## config.mk

```make
export PLATFORM = sky130hd
export DESIGN_NAME = if_id_stage
export DESIGN_NICKNAME = d
export VERILOG_FILES = /design/src/rtl/risc_toy_pkg.sv /design/src/rtl/fetch_skid_buf.sv /design/src/rtl/if_id_stage.sv
export SDC_FILE = /design/constraint.sdc
export NUM_CORES = 1
export LEC_CHECK = 0
export CAP_MARGIN = 10
export CORE_UTILIZATION = 41
export DETAILED_ROUTE_END_ITERATION = 10
export GPL_TIMING_DRIVEN = 1
export PLACE_DENSITY = 0.84
export SYNTH_ARGS = -nofsm -noshare
export SYNTH_HDL_FRONTEND = slang
export SYNTH_SLANG_ARGS = --single-unit
```

## constraint.sdc

```tcl
create_clock -name CLK -period 3.2 [get_ports CLK]
set_clock_uncertainty 0.15 [all_clocks]
set_input_delay 0.64 -clock CLK [delete_from_list [all_inputs] [get_ports CLK]]
set_output_delay 0.64 -clock CLK [all_outputs]
set_load 0.01 [all_outputs]
```

## src/rtl/risc_toy_pkg.sv

```systemverilog
// risc_toy_pkg: shared definitions for the toy RISC fetch front end.
//   XLEN         - PC / instruction width
//   PC_RESET_DEF - default fetch PC after reset
//   PC_INC       - sequential PC increment (one 32-bit instruction)
//   fetch_state_e- fetch FSM states {FS_RUN, FS_HOLD}
//   ifid_t       - IF/ID pipeline register bundle {pc, pc4, inst, valid}
//   pc_add4()    - modulo-2^XLEN sequential PC helper
package risc_toy_pkg;

  localparam int          XLEN         = 32;
  localparam logic [31:0] PC_RESET_DEF = 32'h0000_0000;
  localparam logic [31:0] PC_INC       = 32'd4;

  typedef enum logic {
    FS_RUN  = 1'b0,
    FS_HOLD = 1'b1
  } fetch_state_e;

  typedef struct packed {
    logic [XLEN-1:0] pc;
    logic [XLEN-1:0] pc4;
    logic [XLEN-1:0] inst;
    logic            valid;
  } ifid_t;

  // Wraps naturally: 32'hFFFF_FFFC + 4 = 0.
  function automatic logic [XLEN-1:0] pc_add4(input logic [XLEN-1:0] pc);
    return pc + PC_INC;
  endfunction

endpackage

```

## src/rtl/fetch_skid_buf.sv

```systemverilog
// fetch_skid_buf: single-entry capture/drain buffer for one in-flight
// instruction-memory response that arrives while decode is stalled.
//   clk, rstn      - clock, synchronous active-low reset (clears occupancy)
//   clr            - discard the entry (branch flush)
//   cap            - capture {cap_pc, cap_inst}
//   drain          - entry consumed this cycle
//   full           - entry holds a real instruction
//   pc, inst       - stored entry
// Only the occupancy bit is reset; the payload is meaningful only when full.
module fetch_skid_buf #(
  parameter int W = 32
) (
  input  logic         clk,
  input  logic         rstn,
  input  logic         clr,
  input  logic         cap,
  input  logic         drain,
  input  logic [W-1:0] cap_pc,
  input  logic [W-1:0] cap_inst,
  output logic         full,
  output logic [W-1:0] pc,
  output logic [W-1:0] inst
);

  logic         full_q, full_d;
  logic [W-1:0] pc_q, pc_d;
  logic [W-1:0] inst_q, inst_d;

  always_comb begin
    full_d = full_q;
    pc_d   = pc_q;
    inst_d = inst_q;
    if (clr || drain) begin
      full_d = 1'b0;
    end else if (cap) begin
      full_d = 1'b1;
      pc_d   = cap_pc;
      inst_d = cap_inst;
    end
  end

  always_ff @(posedge clk) begin
    if (!rstn) begin
      full_q <= 1'b0;
    end else begin
      full_q <= full_d;
    end
  end

  always_ff @(posedge clk) begin
    pc_q   <= pc_d;
    inst_q <= inst_d;
  end

  assign full = full_q;
  assign pc   = pc_q;
  assign inst = inst_q;

endmodule

```

## src/rtl/if_id_stage.sv

```systemverilog
// if_id_stage: fetch PC register, synchronous I-memory request, and IF/ID
// pipeline register with stall and branch-flush handling.
//   CLK, RSTN   - clock, synchronous active-low reset
//   PC_IN       - next fetch PC from the IF mux (branch target or PC_NEXT)
//   STALL       - hold IF/ID and fetch PC
//   FLUSH       - branch taken; squash wrong-path fetches (dominates STALL)
//   IMEM_DATA   - instruction, valid the cycle after IMEM_ADDR/IMEM_REQ
//   PC_NEXT     - pc_q + 4
//   IMEM_ADDR   - pc_q
//   IMEM_REQ    - fetch issued this cycle
//   IFID_PC/PC4/INST/VALID - decode-stage instruction
// Build option FETCH_SKID_EN: when defined, a response arriving as a stall
// begins is parked in fetch_skid_buf and delivered first on release (no
// bubble). When undefined, that response is dropped and the fetch PC is
// rewound to refetch it, costing one bubble after release.
// The IF/ID bundle type is sized by risc_toy_pkg::XLEN; keep XLEN equal to it.
module if_id_stage
  import risc_toy_pkg::*;
#(
  parameter int              XLEN     = 32,
  parameter logic [XLEN-1:0] PC_RESET = 32'h0000_0000
) (
  input  logic            CLK,
  input  logic            RSTN,
  input  logic [XLEN-1:0] PC_IN,
  input  logic            STALL,
  input  logic            FLUSH,
  input  logic [XLEN-1:0] IMEM_DATA,
  output logic [XLEN-1:0] PC_NEXT,
  output logic [XLEN-1:0] IMEM_ADDR,
  output logic            IMEM_REQ,
  output logic [XLEN-1:0] IFID_PC,
  output logic [XLEN-1:0] IFID_PC4,
  output logic [XLEN-1:0] IFID_INST,
  output logic            IFID_VALID
);

`ifdef FETCH_SKID_EN
  localparam bit SKID_EN = 1'b1;
`else
  localparam bit SKID_EN = 1'b0;
`endif

  logic [XLEN-1:0] pc_q, pc_d;
  logic [XLEN-1:0] tag_pc_q, tag_pc_d;
  logic            tag_vld_q, tag_vld_d;
  ifid_t           ifid_q, ifid_d;
  fetch_state_e    state_q, state_d;

  logic            advance;
  logic            hold_entry;
  logic            skid_full;
  logic [XLEN-1:0] skid_pc;
  logic [XLEN-1:0] skid_inst;

  assign advance  = ~STALL & ~FLUSH;
  assign IMEM_REQ = RSTN & advance;

  // The only cycle an outstanding response can be pending under a stall is
  // the first one (no request is issued while stalled), i.e. while the FSM
  // is still in RUN. That is where it is parked or rewound.
  assign hold_entry = STALL & ~FLUSH & (state_q == FS_RUN) & tag_vld_q;

`ifdef FETCH_SKID_EN
  fetch_skid_buf #(
    .W (XLEN)
  ) u_skid (
    .clk      (CLK),
    .rstn     (RSTN),
    .clr      (FLUSH),
    .cap      (hold_entry),
    .drain    (advance & skid_full),
    .cap_pc   (tag_pc_q),
    .cap_inst (IMEM_DATA),
    .full     (skid_full),
    .pc       (skid_pc),
    .inst     (skid_inst)
  );
`else
  assign skid_full = 1'b0;
  assign skid_pc   = '0;
  assign skid_inst = '0;
`endif

  always_comb begin
    state_d   = state_q;
    pc_d      = pc_q;
    tag_pc_d  = tag_pc_q;
    tag_vld_d = tag_vld_q;
    ifid_d    = ifid_q;

    case (state_q)
      FS_RUN:  if (STALL && !FLUSH) state_d = FS_HOLD;
      FS_HOLD: if (!STALL || FLUSH) state_d = FS_RUN;
      default: state_d = FS_RUN;
    endcase

    if (FLUSH) begin
      pc_d         = PC_IN;
      tag_vld_d    = 1'b0;
      ifid_d.valid = 1'b0;
      ifid_d.inst  = '0;
    end else if (STALL) begin
      if (hold_entry) begin
        tag_vld_d = 1'b0;
        // Without a skid entry the response is lost; refetch it on release.
        if (!SKID_EN) pc_d = tag_pc_q;
      end
    end else begin
      pc_d      = PC_IN;
      tag_pc_d  = pc_q;
      tag_vld_d = IMEM_REQ;
      if (skid_full) begin
        ifid_d.pc    = skid_pc;
        ifid_d.pc4   = pc_add4(skid_pc);
        ifid_d.inst  = skid_inst;
        ifid_d.valid = 1'b1;
      end else begin
        ifid_d.pc    = tag_pc_q;
        ifid_d.pc4   = pc_add4(tag_pc_q);
        ifid_d.inst  = IMEM_DATA;
        ifid_d.valid = tag_vld_q;
      end
    end
  end

  always_ff @(posedge CLK) begin
    if (!RSTN) begin
      state_q      <= FS_RUN;
      pc_q         <= PC_RESET;
      tag_vld_q    <= 1'b0;
      ifid_q.pc    <= '0;
      ifid_q.pc4   <= PC_INC;
      ifid_q.inst  <= '0;
      ifid_q.valid <= 1'b0;
    end else begin
      state_q   <= state_d;
      pc_q      <= pc_d;
      tag_vld_q <= tag_vld_d;
      ifid_q    <= ifid_d;
    end
  end

  // Tag PC is payload only; tag_vld qualifies it.
  always_ff @(posedge CLK) begin
    tag_pc_q <= tag_pc_d;
  end

  assign PC_NEXT    = pc_add4(pc_q);
  assign IMEM_ADDR  = pc_q;
  assign IFID_PC    = ifid_q.pc;
  assign IFID_PC4   = ifid_q.pc4;
  assign IFID_INST  = ifid_q.inst;
  assign IFID_VALID = ifid_q.valid;

endmodule
```

==> metrics.txt <==
die area 16820 um2; Worst Hold Endpoint IFID_PC[25]; drt drc 0; VDD IR max 0.0003760 V; core outline area 15890 um2; largest net degree at the start of global routing 75; HP Start IFID_PC[25]; busiest metal layer after global routing met2; post-layout util 62.88%; via/cell ratio 5.377; Vert. Die Dim 129.7 um; Critical Path Sink Type output pin; Yosys Warn Count 0; syn_nets 756; clock buffer count from CTS 17; first-pass GRT wire length 30880 um; worst slew pin tran 0.8307 ns; Layout Cells excl Fill 1146; clock latency on the worst-skew pair 0.42 ns; maxcap violations 0; H-tree Lvls 4; IO buf count 229; setup_tns 0 ns; share of cells above drive strength 1 9.785%; Routability Congestion 0.8340; Reg power frac 45.3%; Power per Cell Area 504.2 nW/um2; # fillers 1309; CTS Hold Buffers Added 0; met1 Usage GRT 28.42%; first-iteration detailed-routing DRC count 404; R2R depth 5; internal reg-to-reg setup slack 0.58 ns; Die X 129.7 um; RSZ-0062 raised after global routing false; crit path max fanout 5; switching share of power 24.65%; Detail Route Antenna Nets 0; clock tree from TritonCTS done; Max Fclk 0.3157 GHz; crit path time final 3.168 ns; r2r startpoint tag_pc_q[3]; status finished, final reports clean; Post-Syn Area 6685 um2; leakage 3.643 nW; RR Endpoint IFID_PC4[28]; Clock Path Buffers 2; internal power 3.795 mW; top flip-flop cell by instance count after synthesis dfxtp_1; DR vias 6162; clk slew on worst S/H paths 0.06 ns; final hold slack 0.3061 ns; crit path DAT 2.38 ns; row count 46; GR Util met3 8.364%; CP startpoint IMEM_ADDR[3]; initial core utilization 42.08%; HP Class reg2reg; synth top area cells dfxtp_1 39%, edfxtp_1 14%, a211oi_1 4.5%, mux2i_1 4.5%, nand2_1 4.5%; initial antenna violation count 0; Layout Nets 987; share of total power in the clock network 41.0%; GR Util met2 40.58%; Worst Hold Depth 2; Post-Synthesis Cells 686; Final Hold Viols 0; Area Growth Syn to Fin 49.41%; Post-synth EDFFs 32; gr usage total 24.11%; Mapped Avg Cell Area 9.745 um2; Rel. slew slack 44.62%; ys async rst share 0%; final setup vio count 0; placed instance count 1109; area leader, netlist dfxtp_1; WP data required 2.41 ns; Comb power frac 13.7%; Slew Viols, Final 0; Distinct cells, synth 44; post-synthesis sequential area ratio 53.00%; grt ovf 0; CP Class reg2out; Root Driver clkbuf_16; final period utilization 98.99%; P_sw 1.241 mW; HPWL after DPL 14080 um; synthesis-stage register bit count 161; Num Clock Sinks 161; Top Ports 230; n_diodes 0; Startpoint Class flop; Synth top area share 38.63%; drt first pass iters 6; Final Power 5.036 mW; drt total wl 20750 um; vias in the first global route 5817; average wire per cell in the routed design 18.11 um
## cells by family after synthesis
logic type	synth area share (%)
compound gates	16.13
xor+xnor	4.978
fa+ha+maj	0.3743
buf+inv	4.174
flops	53.00
mux	4.492
simple gates	16.84
## metal layers
| layer | vias to the layer above | part of all wire (%) |
|---|---|---|
| li1 | 2946 | - |
| met5 | - | 0 |
| met3 | 36 | 9.0 |
| met2 | 268 | 49 |
| met1 | 2912 | 40 |
| met4 | 0 | 2.1 |
## cell usage in the layout, fill, tap and decap left out, drive strengths merged, types with 5 or more instances in the layout
master and count:
clkdlybuf4s50 209, dfxtp 129, nand2 80, nor2 49
a21oi 40, a211oi 40, buf 39, a22o 33
edfxtp 32, xnor2 31, mux2i 30, clkbuf 27
nand3 26, o21ai 25, nand4 21, inv 12
or4 11, a31oi 11, dlygate4sd2 10, nor3 10
and4 7, xor2 7, o31ai 7, dlymetal6s2s 6
or3 6, and3 5
## power by group through the flow
stage	sequential [mW]	combinational, mW	clock, mW
after floorplan	2.34	0.245	0
after global placement	2.32	0.686	0
after detailed placement	2.32	0.697	0
after CTS	2.28	0.694	2.09
after global routing	2.29	0.739	2.17
final	2.28	0.689	2.06
## cell type report
cell class	count	area [um2]	share of cell area (%)
Clock inverter	9	90.09	0.9019
Clock buffer	23	521.8	5.224
Timing Repair Buffer	268	2618	26.21
Inverter	10	38.79	0.3883
Multi-Input combinational cell	459	2903	29.06
Tap cell	216	270.3	2.706
Sequential cell	161	3547	35.51
## stage by stage
step,area (um2),setup WS [ns]
3_3_place_gp,9330,0.07140
6_report,9988,0.03248
4_1_cts,9968,0.001657
5_1_grt,9988,0.02010
3_5_place_dp,9330,0.06612
2_1_floorplan,6685,0.1052
## worst max-delay path, stage by stage, from the launching register on
cell and delay (ns):
dfxtp_1 0.34, buf_4 0.16, nand2_1 0.14, nor4_4 0.39, buf_4 0.19, buf_4 0.14
nand4_1 0.14, xnor2_1 0.18, dlygate4sd2_1 0.28
## flip-flops by register name (all words and copies together) (netlist names)
register	cells
IFID_INST	32
IFID_PC	32
IMEM_ADDR	32
tag_pc_q	32
IFID_PC4	30
IFID_VALID	1
state_q	1
tag_vld_q	1
## cell usage after synthesis (3+ instances only)
library cell,number
clkbuf_1,41
mux2i_1,30
buf_2,6
nor2_1,49
nor4_1,3
buf_1,3
and4_1,7
xor2_1,7
nand3_1,24
a211oi_1,40
a31oi_1,11
nor3_1,10
a21oi_1,40
o21ai_0,25
or3_1,5
inv_1,9
nand4_1,20
dfxtp_1,129
o31ai_1,7
or4_1,11
xnor2_1,31
and3_1,5
edfxtp_1,32
buf_4,4
a22o_1,33
nand2_1,80
## how the worst max path moves through the flow
stage | endpoint | slack (ns)
floorplan | tag_pc_q[0] | 0.11
global placement | PC_NEXT[22] | 0.07
detailed placement | PC_NEXT[22] | 0.07
CTS | PC_NEXT[12] | 0.002
global route | PC_NEXT[31] | 0.02
finish | PC_NEXT[31] | 0.03
## what timing repair did
item | in CTS | in global routing
buffers inserted | 2 | 2
gates cloned | 1 | 0
pin swaps | 1 | 3
setup endpoints to repair | 17 | 11
gates resized for setup | 22 | 18
No activity file was read; power rests on OpenSTA's default activity.
